[src/rtl/arb_mux_rr_if.sv]
// Handshake bundle for arb_mux_rr: N valid/ready input channels
// and one registered valid/ready output channel.
interface arb_mux_rr_if #(
  parameter int NBITS = 4,
  parameter int NCHAN = 2,
  parameter int SELW  = $clog2(NCHAN)
);
  logic [NCHAN-1:0]       in_val;
  logic [NCHAN-1:0]       in_rdy;
  logic [NCHAN*NBITS-1:0] in_msg;
  logic                   out_val;
  logic                   out_rdy;
  logic [NBITS-1:0]       out_msg;
  logic [SELW-1:0]        out_sel;

  modport slave (
    input  in_val, in_msg, out_rdy,
    output in_rdy, out_val, out_msg, out_sel
  );

  modport master (
    output in_val, in_msg, out_rdy,
    input  in_rdy, out_val, out_msg, out_sel
  );
endinterface

[src/rtl/arb_mux_rr.sv]
// N-channel valid/ready arbiter-mux with one registered output stage,
// round-robin or fixed-priority grant, full-throughput drain-and-load.
module arb_mux_rr #(
  parameter int NBITS = 4,
  parameter int NCHAN = 2,
  parameter int RR    = 1
) (
  input logic          clk,
  input logic          rst,
  arb_mux_rr_if.slave  bus
);
  localparam int SELW = $clog2(NCHAN);

  logic [SELW-1:0]  r_ptr;
  logic             r_val;
  logic [NBITS-1:0] r_msg;
  logic [SELW-1:0]  r_sel;

  logic             w_en;
  logic             w_xfer;
  logic [NCHAN-1:0] w_gnt;
  logic [NCHAN-1:0] w_rdy;
  logic [SELW-1:0]  w_gidx;
  logic [SELW-1:0]  w_nptr;

  assign w_en = ~r_val | bus.out_rdy;

  // Scan upward from the start point with wrap; first requester wins.
  always_comb begin
    int idx;
    logic found;
    idx    = 0;
    found  = 1'b0;
    w_gnt  = '0;
    w_gidx = '0;
    for (int k = 0; k < NCHAN; k++) begin
      idx = k + ((RR != 0) ? int'(r_ptr) : 0);
      if (idx >= NCHAN)
        idx = idx - NCHAN;
      if (!found && bus.in_val[idx]) begin
        found      = 1'b1;
        w_gnt[idx] = 1'b1;
        w_gidx     = idx[SELW-1:0];
      end
    end
  end

  assign w_nptr = (w_gidx == SELW'(NCHAN - 1)) ? '0
                : w_gidx + 1'b1;

  assign w_rdy  = w_gnt & {NCHAN{w_en & ~rst}};
  assign w_xfer = |w_rdy;

  always_ff @(posedge clk) begin
    if (rst) begin
      r_val <= 1'b0;
      r_msg <= '0;
      r_sel <= '0;
      r_ptr <= '0;
    end else if (w_xfer) begin
      r_val <= 1'b1;
      r_msg <= bus.in_msg[int'(w_gidx)*NBITS +: NBITS];
      r_sel <= w_gidx;
      if (RR != 0)
        r_ptr <= w_nptr;
    end else if (bus.out_rdy) begin
      r_val <= 1'b0;
    end
  end

  assign bus.in_rdy  = w_rdy;
  assign bus.out_val = r_val;
  assign bus.out_msg = r_msg;
  assign bus.out_sel = r_sel;
endmodule

[src/flat_wrapper.sv]
// flat-port wrapper written by rule: the top's interface ports become plain ports
module arb_mux_rr_flat 
#(
  parameter int NBITS = 4,
  parameter int NCHAN = 2,
  parameter int RR    = 1
)
  (clk, rst, bus_in_val, bus_in_msg, bus_out_rdy, bus_in_rdy, bus_out_val, bus_out_msg, bus_out_sel);
  arb_mux_rr_if #(.NBITS(NBITS), .NCHAN(NCHAN)) bus_i ();
  input logic clk;
  input logic rst;
  input wire logic [$bits(bus_i.in_val)-1:0] bus_in_val;
  input wire logic [$bits(bus_i.in_msg)-1:0] bus_in_msg;
  input wire logic [$bits(bus_i.out_rdy)-1:0] bus_out_rdy;
  output wire logic [$bits(bus_i.in_rdy)-1:0] bus_in_rdy;
  output wire logic [$bits(bus_i.out_val)-1:0] bus_out_val;
  output wire logic [$bits(bus_i.out_msg)-1:0] bus_out_msg;
  output wire logic [$bits(bus_i.out_sel)-1:0] bus_out_sel;
  assign bus_i.in_val = bus_in_val;
  assign bus_i.in_msg = bus_in_msg;
  assign bus_i.out_rdy = bus_out_rdy;
  assign bus_in_rdy = bus_i.in_rdy;
  assign bus_out_val = bus_i.out_val;
  assign bus_out_msg = bus_i.out_msg;
  assign bus_out_sel = bus_i.out_sel;
  arb_mux_rr #(.NBITS(NBITS), .NCHAN(NCHAN), .RR(RR)) u_core (.clk(clk), .rst(rst), .bus(bus_i));
endmodule
[config.mk]
export PLATFORM = sky130hd
export DESIGN_NAME = arb_mux_rr_flat
export DESIGN_NICKNAME = d
export VERILOG_FILES = /design/src/rtl/arb_mux_rr_if.sv /design/src/rtl/arb_mux_rr.sv /design/src/flat_wrapper.sv
export SDC_FILE = /design/constraint.sdc
export NUM_CORES = 1
export LEC_CHECK = 0
export CORE_AREA = 2 2 39 41
export CTS_BUF_LIST = sky130_fd_sc_hd__clkbuf_8 sky130_fd_sc_hd__clkbuf_16
export DETAILED_ROUTE_END_ITERATION = 16
export DIE_AREA = 0 0 41 43
export SYNTH_ARGS = -nofsm -noshare
export SYNTH_HDL_FRONTEND = slang
export SYNTH_SLANG_ARGS = --single-unit
[constraint.sdc]
create_clock -name clk -period 2.6 [get_ports clk]
set_input_delay 0.78 -clock clk [delete_from_list [all_inputs] [get_ports clk]]
set_output_delay 0.78 -clock clk [all_outputs]
set_load 0.02 [all_outputs]
==> impl_metrics.csv <==
group,metric,value,unit
outcome,outcome,"completed",
global_routing,grt_max_degree,7,
worst_setup_path,startpoint,"rst",
routing,drc,0,
worst_setup_path,rr_worst_depth,4,
place,dp.cells,86,
synthesis,synthDistinctLibCells,20,
sta,hold_slack,0.4517,ns
global_routing,grt_usage,14.56,%
power,vdd_drop_max,0.0002528,V
routing,vias,424,
worst_setup_path,required,1.82,ns
sta,maxSlewViolCount,0,
synthesis,synth_area_leaders,"dfxtp_1 (37%), inv_1 (8.8%), o221ai_1 (6.9%)",
floorplanning,die_w,41,um
synthesis,synth_area_leader_cell,"dfxtp_1",
global_routing,gr-total-overflow,0,
sta,setup_ws,0.07253,ns
sta,tightest_slew,0.2786,ns
finish,nNetsFinal,88,
power,power.internal,0.2744,mW
sta,finalSetupViolations,0,
worst_setup_path,reg2reg_from,"u_core.r_ptr",
routing,drt_iter0_drc,1,
synthesis,avgSynthCellArea,8.904,um^2
worst_setup_path,rrSetupSlack,1.44,ns
finish,fin_util,50.27,%
sta,skew,0.0002671,ns
synthesis,synth_nets,56,
power,p_sw,0.09941,mW
floorplanning,die-area,1763,um^2
place,place_area,651.9,um^2
sta,period_needed,2.527,ns
finish,final_common_cell,"clkdlybuf4s50_1",
worst_setup_path,r2r_end,"u_core.bus.out_msg[3]",
routing,ant_nets,0,
floorplanning,initial_core_util,27.67,%
finish,fillers,144,
place,dpl.hpwl,802.3,um
routing,viasPerCell,4.711,
power,comb_power_share,25.7,%
finish,antenna_cells,0,
worst_setup_path,path_class,"input pin to primary output",
finish,layout-drive-gt1-share,28.38,%
clocking,clk_pin_slew,0.04,ns
clocking,postCtsSetupBuffers,0,
clocking,holdBufCountCts,0,
worst_setup_path,endpoint,"bus_in_rdy[0]",
synthesis,postSynthCellCount,43,
floorplanning,rows,14,
place,pre_cts_ws,-0.4103,ns
synthesis,ys_ff_latch,7,
routing,drt_wl_total,1079,um
power,power,0.3738,mW
global_routing,grt_pass1_vias,428,
finish,layout_common_cells,"clkdlybuf4s50_1 (16), inv_1 (10), buf_4 (10)",
clocking,numCtsBuffers,3,
global_routing,antenna_found_initial,0,
synthesis,syn_area,382.9,um^2
sta,fmax,395.7,MHz
floorplanning,core_area,1384,um^2
routing,drt_pass1_iterations,3,
finish,finalNonFillerCells,90,
sta,finalHoldViolCount,0,
clocking,clockBufferDepth,2,
clocking,cts.sinks,7,
min_path,hold_class,"flip-flop to flip-flop",
synthesis,yosysSeqAreaShare,36.60,%
routing,wl_per_cell,11.99,um
sta,finalSetupTns,0,ns
sta,rsz0062_at_grt,"no",
synthesis,synth_top_area_share,36.60,%
power,clkPwrFrac,41.3,%
power,seq_power_share,33.0,%
sta,worst_slew_margin_rel,81.30,%
clocking,cts_tree,"done",
place,port_buffers,20,
global_routing,grt_pass1_wl,1690,um
clocking,h-tree-depth,1,
power,power_density,537.4,nW/um^2
sta,timing.final.crit_share,97.21,%
finish,areaGrowthSynthToFinish,81.70,%
finish,post-route-cell-area,695.7,um^2
power,p_sw_share,26.59,%
clocking,clk_latency,0.23,ns
worst_setup_path,arrival,1.75,ns
floorplanning,ioPinCount,21,
flow_run,maxCapViolCount,0,
place,gp_congestion,0.7847,
worst_setup_path,critPathMaxFanout,4,
worst_setup_path,cp-start-kind,"input pin",
power,power.leakage,0.3190,nW
worst_setup_path,crit_path_end_kind,"primary output",
synthesis,ys_warn_count,0,
floorplanning,die_h,43,um
clocking,clockRootBuffer,"clkbuf_8",
-- state kept, by name, indices dropped and copies added (netlist names) --
signal	count
u_core.bus.out_val	1
u_core.bus.out_msg	4
u_core.bus.out_sel	1
u_core.r_ptr	1
-- metal layers --
| layer | up-vias | part of all wire [%] | track usage (%) |
|---|---|---|---|
| li1 | 216 | - | - |
| met1 | 188 | 41 | 15.43 |
| met2 | 18 | 48 | 22.50 |
| met3 | 2 | 9.5 | 5.236 |
| met4 | 0 | 1.5 | 10.00 |
| met5 | - | 0 | 0 |
-- cell usage after synthesis --
| library cell | n |
|---|---|
| and3_2 | 1 |
| buf_4 | 2 |
| nand4b_2 | 1 |
| nor2b_1 | 1 |
| nor2_1 | 1 |
| o221ai_1 | 3 |
| nand2b_4 | 1 |
| a221oi_2 | 1 |
| a21bo_1 | 1 |
| o21bai_1 | 1 |
| a311oi_1 | 2 |
| a21oi_1 | 4 |
| nand3_1 | 1 |
| dfxtp_1 | 7 |
| buf_6 | 1 |
| nand2b_1 | 1 |
| nand4_1 | 3 |
| o21ai_1 | 1 |
| inv_1 | 9 |
| o21ai_0 | 1 |
-- layout make-up --
cell class,instances,area (um^2),area share (%)
inverters,9,33.78,4.856
flip-flops and latches,7,140.1,20.14
multi-input cells,24,193.9,27.88
clock buffers,3,41.29,5.935
well taps,16,20.02,2.878
repair buffers,30,262.8,37.77
clock inverters,1,3.754,0.5396
-- worst min path at each step --
stage                                  to  cells past startpoint                  start
finish              u_core.bus.out_msg[3]                      2  u_core.bus.out_msg[3]
global route        u_core.bus.out_msg[3]                      2  u_core.bus.out_msg[3]
CTS                 u_core.bus.out_msg[3]                      2  u_core.bus.out_msg[3]
detailed placement  u_core.bus.out_msg[3]                      2  u_core.bus.out_msg[3]
global placement    u_core.bus.out_msg[3]                      2  u_core.bus.out_msg[3]
floorplan                    u_core.r_ptr                      1           u_core.r_ptr
-- worst max-delay path, stage by stage --
cell	delay, ns
clkdlybuf4s50_1	0.48
a21oi_2	0.15
and3_2	0.18
buf_2	0.16
-- power groups by stage --
stage | sequential [mW] | clock [mW] | combinational [mW]
after floorplan | 0.134 | 0 | 0.0358
after global placement | 0.124 | 0 | 0.0975
after detailed placement | 0.124 | 0 | 0.0972
after CTS | 0.123 | 0.156 | 0.0965
after global routing | 0.124 | 0.164 | 0.104
final | 0.123 | 0.154 | 0.0961
-- logic make-up (layout without fill, tap and decap cells) --
group	after synthesis	count (layout)	synth area share, %
AO/OA/AOI/OAI	14	14	27.78
buffers and inverters	12	43	15.68
AND/OR/NAND/NOR	10	10	19.93
flip-flops	7	7	36.60
-- timing repair --
action	CTS	global route
setup endpoints to repair	2	0
gates resized for setup	12	0
endpoints found under the hold margin	0	0
Power figures use the tool's default switching activity.
